### src/rtl/booth_issue_ctrl_pkg.sv
// Shared definitions for the Booth multiplier issue/capture stage.
package booth_issue_ctrl_pkg;

   // Sequencer states: wait for work, reset the multiplier, run it, hand off the product.
   typedef enum logic [1:0] {
      IDLE    = 2'd0,
      LOAD    = 2'd1,
      RUN     = 2'd2,
      CAPTURE = 2'd3
   } state_t;

   localparam int DEFAULT_WIDTH = 32;
   // One operand-latch step plus one step per radix-4 digit pair.
   localparam int DEFAULT_ITER_CYCLES = DEFAULT_WIDTH / 2 + 1;

endpackage

### src/rtl/booth_issue_ctrl_if.sv
// Operand input stream and product output stream of the issue stage.
interface booth_issue_ctrl_if #(
   parameter int WIDTH = 32
);
   logic               in_valid;
   logic               in_ready;
   logic [WIDTH-1:0]   in_a;
   logic [WIDTH-1:0]   in_b;
   logic               out_valid;
   logic               out_ready;
   logic [2*WIDTH-1:0] out_product;

   // Producer/consumer side (bench or surrounding pipeline).
   modport master (
      output in_valid, in_a, in_b, out_ready,
      input  in_ready, out_valid, out_product
   );

   // Issue stage side.
   modport slave (
      input  in_valid, in_a, in_b, out_ready,
      output in_ready, out_valid, out_product
   );
endinterface

### src/rtl/booth_operand_fifo.sv
// Small operand-pair FIFO; head is readable combinationally so the
// sequencer can pop and latch operands in the same cycle.
module booth_operand_fifo #(
   parameter int WIDTH = 32,
   parameter int DEPTH = 4
) (
   input  logic             clk,
   input  logic             rst,
   input  logic             push,
   input  logic [WIDTH-1:0] push_a,
   input  logic [WIDTH-1:0] push_b,
   input  logic             pop,
   output logic [WIDTH-1:0] head_a,
   output logic [WIDTH-1:0] head_b,
   output logic             full,
   output logic             empty
);
   localparam int AW = $clog2(DEPTH);
   localparam logic [AW:0] PTR_ONE = (AW + 1)'(1);

   logic [2*WIDTH-1:0] mem [DEPTH];
   logic [AW:0]        wr_ptr_reg;
   logic [AW:0]        rd_ptr_reg;
   logic               push_ok;
   logic               pop_ok;

   // Extra pointer MSB distinguishes full from empty when indices match.
   assign empty   = (wr_ptr_reg == rd_ptr_reg);
   assign full    = (wr_ptr_reg[AW] != rd_ptr_reg[AW]) &&
                    (wr_ptr_reg[AW-1:0] == rd_ptr_reg[AW-1:0]);
   assign push_ok = push && !full;
   assign pop_ok  = pop && !empty;
   assign {head_a, head_b} = mem[rd_ptr_reg[AW-1:0]];

   // Pointer update; reset drops all queued pairs.
   always_ff @(posedge clk or posedge rst) begin
      if (rst) begin
         wr_ptr_reg <= '0;
         rd_ptr_reg <= '0;
      end else begin
         if (push_ok) wr_ptr_reg <= wr_ptr_reg + PTR_ONE;
         if (pop_ok)  rd_ptr_reg <= rd_ptr_reg + PTR_ONE;
      end
   end

   // Storage write; contents are meaningless until the write pointer covers them.
   always_ff @(posedge clk) begin
      if (push_ok) mem[wr_ptr_reg[AW-1:0]] <= {push_a, push_b};
   end

endmodule

### src/rtl/booth_issue_ctrl.sv
// Feeds queued operand pairs to the Booth multiplier one job at a time and
// holds each finished product in an output register with backpressure.
module booth_issue_ctrl
   import booth_issue_ctrl_pkg::*;
#(
   parameter int WIDTH       = DEFAULT_WIDTH,
   parameter int ITER_CYCLES = DEFAULT_ITER_CYCLES,
   parameter int FIFO_DEPTH  = 4,
   parameter int CNT_W       = 16
) (
   input  logic                 clk,
   input  logic                 reset,
   booth_issue_ctrl_if.slave    bus,
   output logic [WIDTH-1:0]     mult_a,
   output logic [WIDTH-1:0]     mult_b,
   output logic                 mult_reset,
   output logic                 mult_reset_int,
   output logic                 mult_en,
   input  logic [2*WIDTH-1:0]   mult_product,
   output logic                 busy,
   output logic [CNT_W-1:0]     done_count
);
   localparam int CW = $clog2(ITER_CYCLES + 1);
   localparam logic [CW-1:0] LAST_CNT = CW'(ITER_CYCLES - 1);

   state_t             state_reg, state_next;
   logic [CW-1:0]      cnt_reg, cnt_next;
   logic [WIDTH-1:0]   mult_a_reg, mult_b_reg;
   logic               mult_reset_reg, mult_reset_next;
   logic               mult_en_reg, mult_en_next;
   logic               mult_reset_int_reg;
   logic               out_valid_reg;
   logic [2*WIDTH-1:0] out_product_reg;
   logic [CNT_W-1:0]   done_count_reg;

   logic               fifo_full, fifo_empty;
   logic [WIDTH-1:0]   head_a, head_b;
   logic               pop;
   logic               capture;
   logic               deliver;

   booth_operand_fifo #(
      .WIDTH (WIDTH),
      .DEPTH (FIFO_DEPTH)
   ) u_fifo (
      .clk    (clk),
      .rst    (reset),
      .push   (bus.in_valid),
      .push_a (bus.in_a),
      .push_b (bus.in_b),
      .pop    (pop),
      .head_a (head_a),
      .head_b (head_b),
      .full   (fifo_full),
      .empty  (fifo_empty)
   );

   assign bus.in_ready = !fifo_full;
   assign deliver      = out_valid_reg && bus.out_ready;

   // State register plus multiplier-facing registers (reset/enable track the next state).
   always_ff @(posedge clk or posedge reset) begin
      if (reset) begin
         state_reg          <= IDLE;
         cnt_reg            <= '0;
         mult_a_reg         <= '0;
         mult_b_reg         <= '0;
         mult_reset_reg     <= 1'b1;
         mult_en_reg        <= 1'b0;
         mult_reset_int_reg <= 1'b1;
      end else begin
         state_reg          <= state_next;
         cnt_reg            <= cnt_next;
         mult_reset_reg     <= mult_reset_next;
         mult_en_reg        <= mult_en_next;
         mult_reset_int_reg <= 1'b0;
         if (pop) begin
            mult_a_reg <= head_a;
            mult_b_reg <= head_b;
         end
      end
   end

   // Next-state logic: LOAD is a single reset cycle, RUN lasts ITER_CYCLES cycles.
   always_comb begin
      state_next = state_reg;
      cnt_next   = cnt_reg;
      case (state_reg)
         IDLE:    if (!fifo_empty) state_next = LOAD;
         LOAD: begin
            state_next = RUN;
            cnt_next   = '0;
         end
         RUN: begin
            cnt_next = cnt_reg + CW'(1);
            if (cnt_reg == LAST_CNT) state_next = CAPTURE;
         end
         CAPTURE: if (!out_valid_reg || bus.out_ready) state_next = IDLE;
         default: state_next = IDLE;
      endcase
   end

   // Output decode: pop/capture strobes and next values of the registered multiplier controls.
   always_comb begin
      pop             = (state_reg == IDLE) && !fifo_empty;
      capture         = (state_reg == CAPTURE) && (!out_valid_reg || bus.out_ready);
      mult_reset_next = (state_next == LOAD);
      mult_en_next    = (state_next == RUN);
      busy            = (state_reg != IDLE);
   end

   // Result register and delivery counter; a capture overrides a same-cycle drain.
   always_ff @(posedge clk or posedge reset) begin
      if (reset) begin
         out_valid_reg   <= 1'b0;
         out_product_reg <= '0;
         done_count_reg  <= '0;
      end else begin
         if (capture) begin
            out_product_reg <= mult_product;
            out_valid_reg   <= 1'b1;
         end else if (deliver) begin
            out_valid_reg   <= 1'b0;
         end
         if (deliver) done_count_reg <= done_count_reg + CNT_W'(1);
      end
   end

   assign mult_a          = mult_a_reg;
   assign mult_b          = mult_b_reg;
   assign mult_reset      = mult_reset_reg;
   assign mult_reset_int  = mult_reset_int_reg;
   assign mult_en         = mult_en_reg;
   assign bus.out_valid   = out_valid_reg;
   assign bus.out_product = out_product_reg;
   assign done_count      = done_count_reg;

endmodule

### src/flat_wrapper.sv
// flat-port wrapper written by rule: the top's interface ports become plain ports
module booth_issue_ctrl_flat import booth_issue_ctrl_pkg::*;
#(
   parameter int WIDTH       = DEFAULT_WIDTH,
   parameter int ITER_CYCLES = DEFAULT_ITER_CYCLES,
   parameter int FIFO_DEPTH  = 4,
   parameter int CNT_W       = 16
)
  (clk, reset, mult_a, mult_b, mult_reset, mult_reset_int, mult_en, mult_product, busy, done_count, bus_in_valid, bus_in_a, bus_in_b, bus_out_ready, bus_in_ready, bus_out_valid, bus_out_product);
  booth_issue_ctrl_if #(.WIDTH(WIDTH)) bus_i ();
  input  logic clk;
  input  logic reset;
  output logic [WIDTH-1:0] mult_a;
  output logic [WIDTH-1:0] mult_b;
  output logic mult_reset;
  output logic mult_reset_int;
  output logic mult_en;
  input  logic [2*WIDTH-1:0] mult_product;
  output logic busy;
  output logic [CNT_W-1:0] done_count;
  input wire logic [$bits(bus_i.in_valid)-1:0] bus_in_valid;
  input wire logic [$bits(bus_i.in_a)-1:0] bus_in_a;
  input wire logic [$bits(bus_i.in_b)-1:0] bus_in_b;
  input wire logic [$bits(bus_i.out_ready)-1:0] bus_out_ready;
  output wire logic [$bits(bus_i.in_ready)-1:0] bus_in_ready;
  output wire logic [$bits(bus_i.out_valid)-1:0] bus_out_valid;
  output wire logic [$bits(bus_i.out_product)-1:0] bus_out_product;
  assign bus_i.in_valid = bus_in_valid;
  assign bus_i.in_a = bus_in_a;
  assign bus_i.in_b = bus_in_b;
  assign bus_i.out_ready = bus_out_ready;
  assign bus_in_ready = bus_i.in_ready;
  assign bus_out_valid = bus_i.out_valid;
  assign bus_out_product = bus_i.out_product;
  booth_issue_ctrl #(.WIDTH(WIDTH), .ITER_CYCLES(ITER_CYCLES), .FIFO_DEPTH(FIFO_DEPTH), .CNT_W(CNT_W)) u_core (.clk(clk), .reset(reset), .bus(bus_i), .mult_a(mult_a), .mult_b(mult_b), .mult_reset(mult_reset), .mult_reset_int(mult_reset_int), .mult_en(mult_en), .mult_product(mult_product), .busy(busy), .done_count(done_count));
endmodule
### config.mk
export PLATFORM = sky130hd
export DESIGN_NAME = booth_issue_ctrl_flat
export DESIGN_NICKNAME = d
export VERILOG_FILES = /design/src/rtl/booth_issue_ctrl_pkg.sv /design/src/rtl/booth_issue_ctrl_if.sv /design/src/rtl/booth_operand_fifo.sv /design/src/rtl/booth_issue_ctrl.sv /design/src/flat_wrapper.sv
export SDC_FILE = /design/constraint.sdc
export NUM_CORES = 1
export LEC_CHECK = 0
export CAP_MARGIN = 40
export CORE_MARGIN = 2
export CORE_UTILIZATION = 30
export CTS_CLUSTER_SIZE = 14
export DETAILED_ROUTE_END_ITERATION = 8
export SLEW_MARGIN = 20
export SYNTH_ARGS = -nofsm -noshare
export SYNTH_HDL_FRONTEND = slang
export SYNTH_SLANG_ARGS = --single-unit
### constraint.sdc
create_clock -name clk -period 7.4 [get_ports clk]
set_input_delay 1.85 -clock clk [delete_from_list [all_inputs] [get_ports clk]]
set_output_delay 1.85 -clock clk [all_outputs]
set_load 0.02 [all_outputs]
==> metrics.yaml <==
run_status:
  status: "complete, no violations"
power_and_ir_drop:
  max-vdd-ir-drop_mv: 0.227
  pwr_density_cell_nw_per_um2: 446
  leakage_uw: 0.00764
floorplan:
  die_y_um: 233
  fp.dieW_um: 233
  fp-row-count: 83
  die-area_sq_um: 54200
  ios: 282
  coreArea_sq_um: 51500
  start_util_pct: 30.5
synthesis:
  yosysTopAreaCellShare_pct: 48.9
  yosysMostFrequentCell: "edfxtp_1"
  syn-num-nets: 902
  yosysTopAreaCell: "edfxtp_1"
  synth_edf_count: 256
  syn_avg_cell_area_sq_um: 20.7
  synthesis.area_sq_um: 15700
  yosysWarnings: 0
  synthFlopType: "edfxtp_1"
  synthTopCellsByCount: "edfxtp_1 (256), dfrtp_1 (159), mux2_2 (100), mux4_2 (64), mux2_4 (30)"
  netlist_instances: 759
  synthTopCellsByArea: "edfxtp_1 (49%), dfrtp_1 (25%), mux4_2 (9.2%), mux2_2 (7.2%), mux2_4 (2.9%)"
  ys_seq_area_share_pct: 74.6
  synth_seq_cells: 417
  synthArstFlopShare_pct: 38.6
  netlist-cell-type-count: 39
cts:
  cts.sinks: 417
  cts_setup_buffers: 0
  cts_made_buffers: 44
  clk-insertion-delay-late_ns: 0.56
  clockBufferDepth: 3
  cts.reportedPaths.clkPinSlew_ns: 0.06
  cts_resized: 0
  ctsRootBufferMaster: "clkbuf_16"
  htree_levels: 2
  cts_tree: "done"
  holdBufCountCts: 0
worst_setup_path:
  r2r_start: "u_core.u_fifo.rd_ptr_reg[0]$_DFFE_PP0P_"
  crit_path_start: "u_core.u_fifo.rd_ptr_reg[0]$_DFFE_PP0P_"
  cp.required_ns: 5.55
  r2r_setup_slack_ns: 4.50
  reg2regPathDepth: 4
  crit_end: "bus_in_ready"
  worstReg2RegEnd: "u_core.u_fifo.mem[3][37]$_DFFE_PP_"
  crit_arrival_ns: 2.45
  critPathLaunchType: "flop"
  worstPathMaxFanout: 32
  crit_path_end_kind: "output port"
  path_class: "flop to output port"
worst_hold_path:
  hold_class: "flop to flop"
timing:
  fmax_ghz: 0.232
  period_share_pct: 58.1
  maxSlewViolCount: 0
  skew_ns: 0.0101
  hold_viol: 0
  rsz0062_at_grt: "false"
  hold_ws_ns: 0.486
  relSlewSlack_pct: 46.7
  setup_tns_ns: 0
  setup_viol: 0
  tightest_slew_ns: 0.800
  fin_crit_ns: 4.30
grt:
  grt_pass1_wl_um: 50000
  antenna_found_initial: 4
  grt_max_degree: 84
  globalRouteTotalUtil_pct: 12.2
  grt-ovfl-total: 0
  grt_pass1_vias: 8297
cells_and_area:
  drive_above_1_share_pct: 26.0
  utilization_pct: 40.6
  instances_no_fill: 1784
  largest_register_ffs: 256
  synthToLayoutAreaGrowth_pct: 33.0
  fin_nets: 1210
detailed_routing:
  dr.first_iter.drc_count: 422
  via_count: 7893
  ant_nets: 0
  drt-vias-per-instance: 4.42
  remaining_drc_errors: 0
  post_drt_wl_per_cell_um: 18.8
  wirelength_um: 33500
  drt-pass1-iter-count: 4
placed_design:
  gp_congestion: 0.732
  place_inst: 1700
  port-buffer-count: 281
  hpwl_um: 22000
job:
  maxCapViolations: 0
==> metal layers <==
| layer | track usage [%] | routed length (um) | part of all wire, % |
|---|---|---|---|
| met5 | 0 | 0 | 0 |
| met3 | 3.84 | 2860 | 8.5 |
| met2 | 20.4 | 16300 | 49 |
| met4 | 4.44 | 835 | 2.5 |
| met1 | 14.9 | 13500 | 40 |
==> critical path: stages, from the launching register on <==
cell and delay (ns):
dfrtp_4 0.86, xnor2_1 0.22, nand3_1 0.18, clkdlybuf4s50_1 0.62
==> kinds of logic (layout without fill, tap and decap cells) <==
family,after synthesis,count (layout),synth area share (%)
AND/OR/NAND/NOR,56,56,1.86
adder cells (fa/ha/maj),11,11,0.876
multiplexers,196,196,19.3
flip-flops,417,417,74.6
AO/OA/AOI/OAI,16,16,0.613
other,1,5,0.0239
XOR/XNOR,22,22,1.23
buffers and inverters,40,381,1.47
==> worst min path at each step <==
stage          slack (ns)  cells past startpoint                                    start                                       to
3_5_place_dp         0.48                      1        u_core.done_count[15]$_DFFE_PP0P_        u_core.done_count[15]$_DFFE_PP0P_
5_1_grt              0.51                      1        u_core.done_count[15]$_DFFE_PP0P_        u_core.done_count[15]$_DFFE_PP0P_
3_3_place_gp         0.47                      1        u_core.done_count[15]$_DFFE_PP0P_        u_core.done_count[15]$_DFFE_PP0P_
2_1_floorplan        0.46                      1  u_core.u_fifo.wr_ptr_reg[2]$_DFFE_PP0P_  u_core.u_fifo.wr_ptr_reg[2]$_DFFE_PP0P_
6_report             0.49                      1        u_core.done_count[15]$_DFFE_PP0P_        u_core.done_count[15]$_DFFE_PP0P_
4_1_cts              0.49                      1        u_core.done_count[15]$_DFFE_PP0P_        u_core.done_count[15]$_DFFE_PP0P_
==> power by group <==
part | internal [uW] | leakage, uW | switching, uW
Sequential | 3260 | 0.00427 | 387
Combinational | 1830 | 0.00264 | 1590
Clock | 1370 | 0.000733 | 883
Total | 6460 | 0.00764 | 2860
==> layout by cell type (no fill, tap or decap), types with 10 or more instances in the layout <==
master,n
clkdlybuf4s50_1,281
inv_1,10
mux2_4,30
edfxtp_1,256
mux2_2,100
ha_1,11
xnor2_1,15
dfrtp_1,157
nand3_1,11
clkbuf_16,46
nand2_1,16
mux4_2,64
==> area by class of cell <==
type | count | area (sq um)
repair buffers | 291 | 2980
well taps | 680 | 851
clock buffers | 59 | 1270
clock inverters | 20 | 226
diodes | 4 | 10.0
fillers | 4640 | 30600
multi-input cells | 302 | 3790
inverters | 11 | 46.3
flip-flops and latches | 417 | 11700
==> per-stage QoR <==
stage / cell area (sq um) / total power, uW / worst slack (ns)
3_5_place_dp: 19400 / 7200 / 3.30
5_1_grt: 20900 / 9830 / 2.87
4_1_cts: 20900 / 9510 / 2.98
2_1_floorplan: 15700 / 5810 / 1.21
6_report: 20900 / 9330 / 3.10
3_3_place_gp: 19300 / 7110 / 3.21
Note: power is estimated with default switching activity, not from simulation.
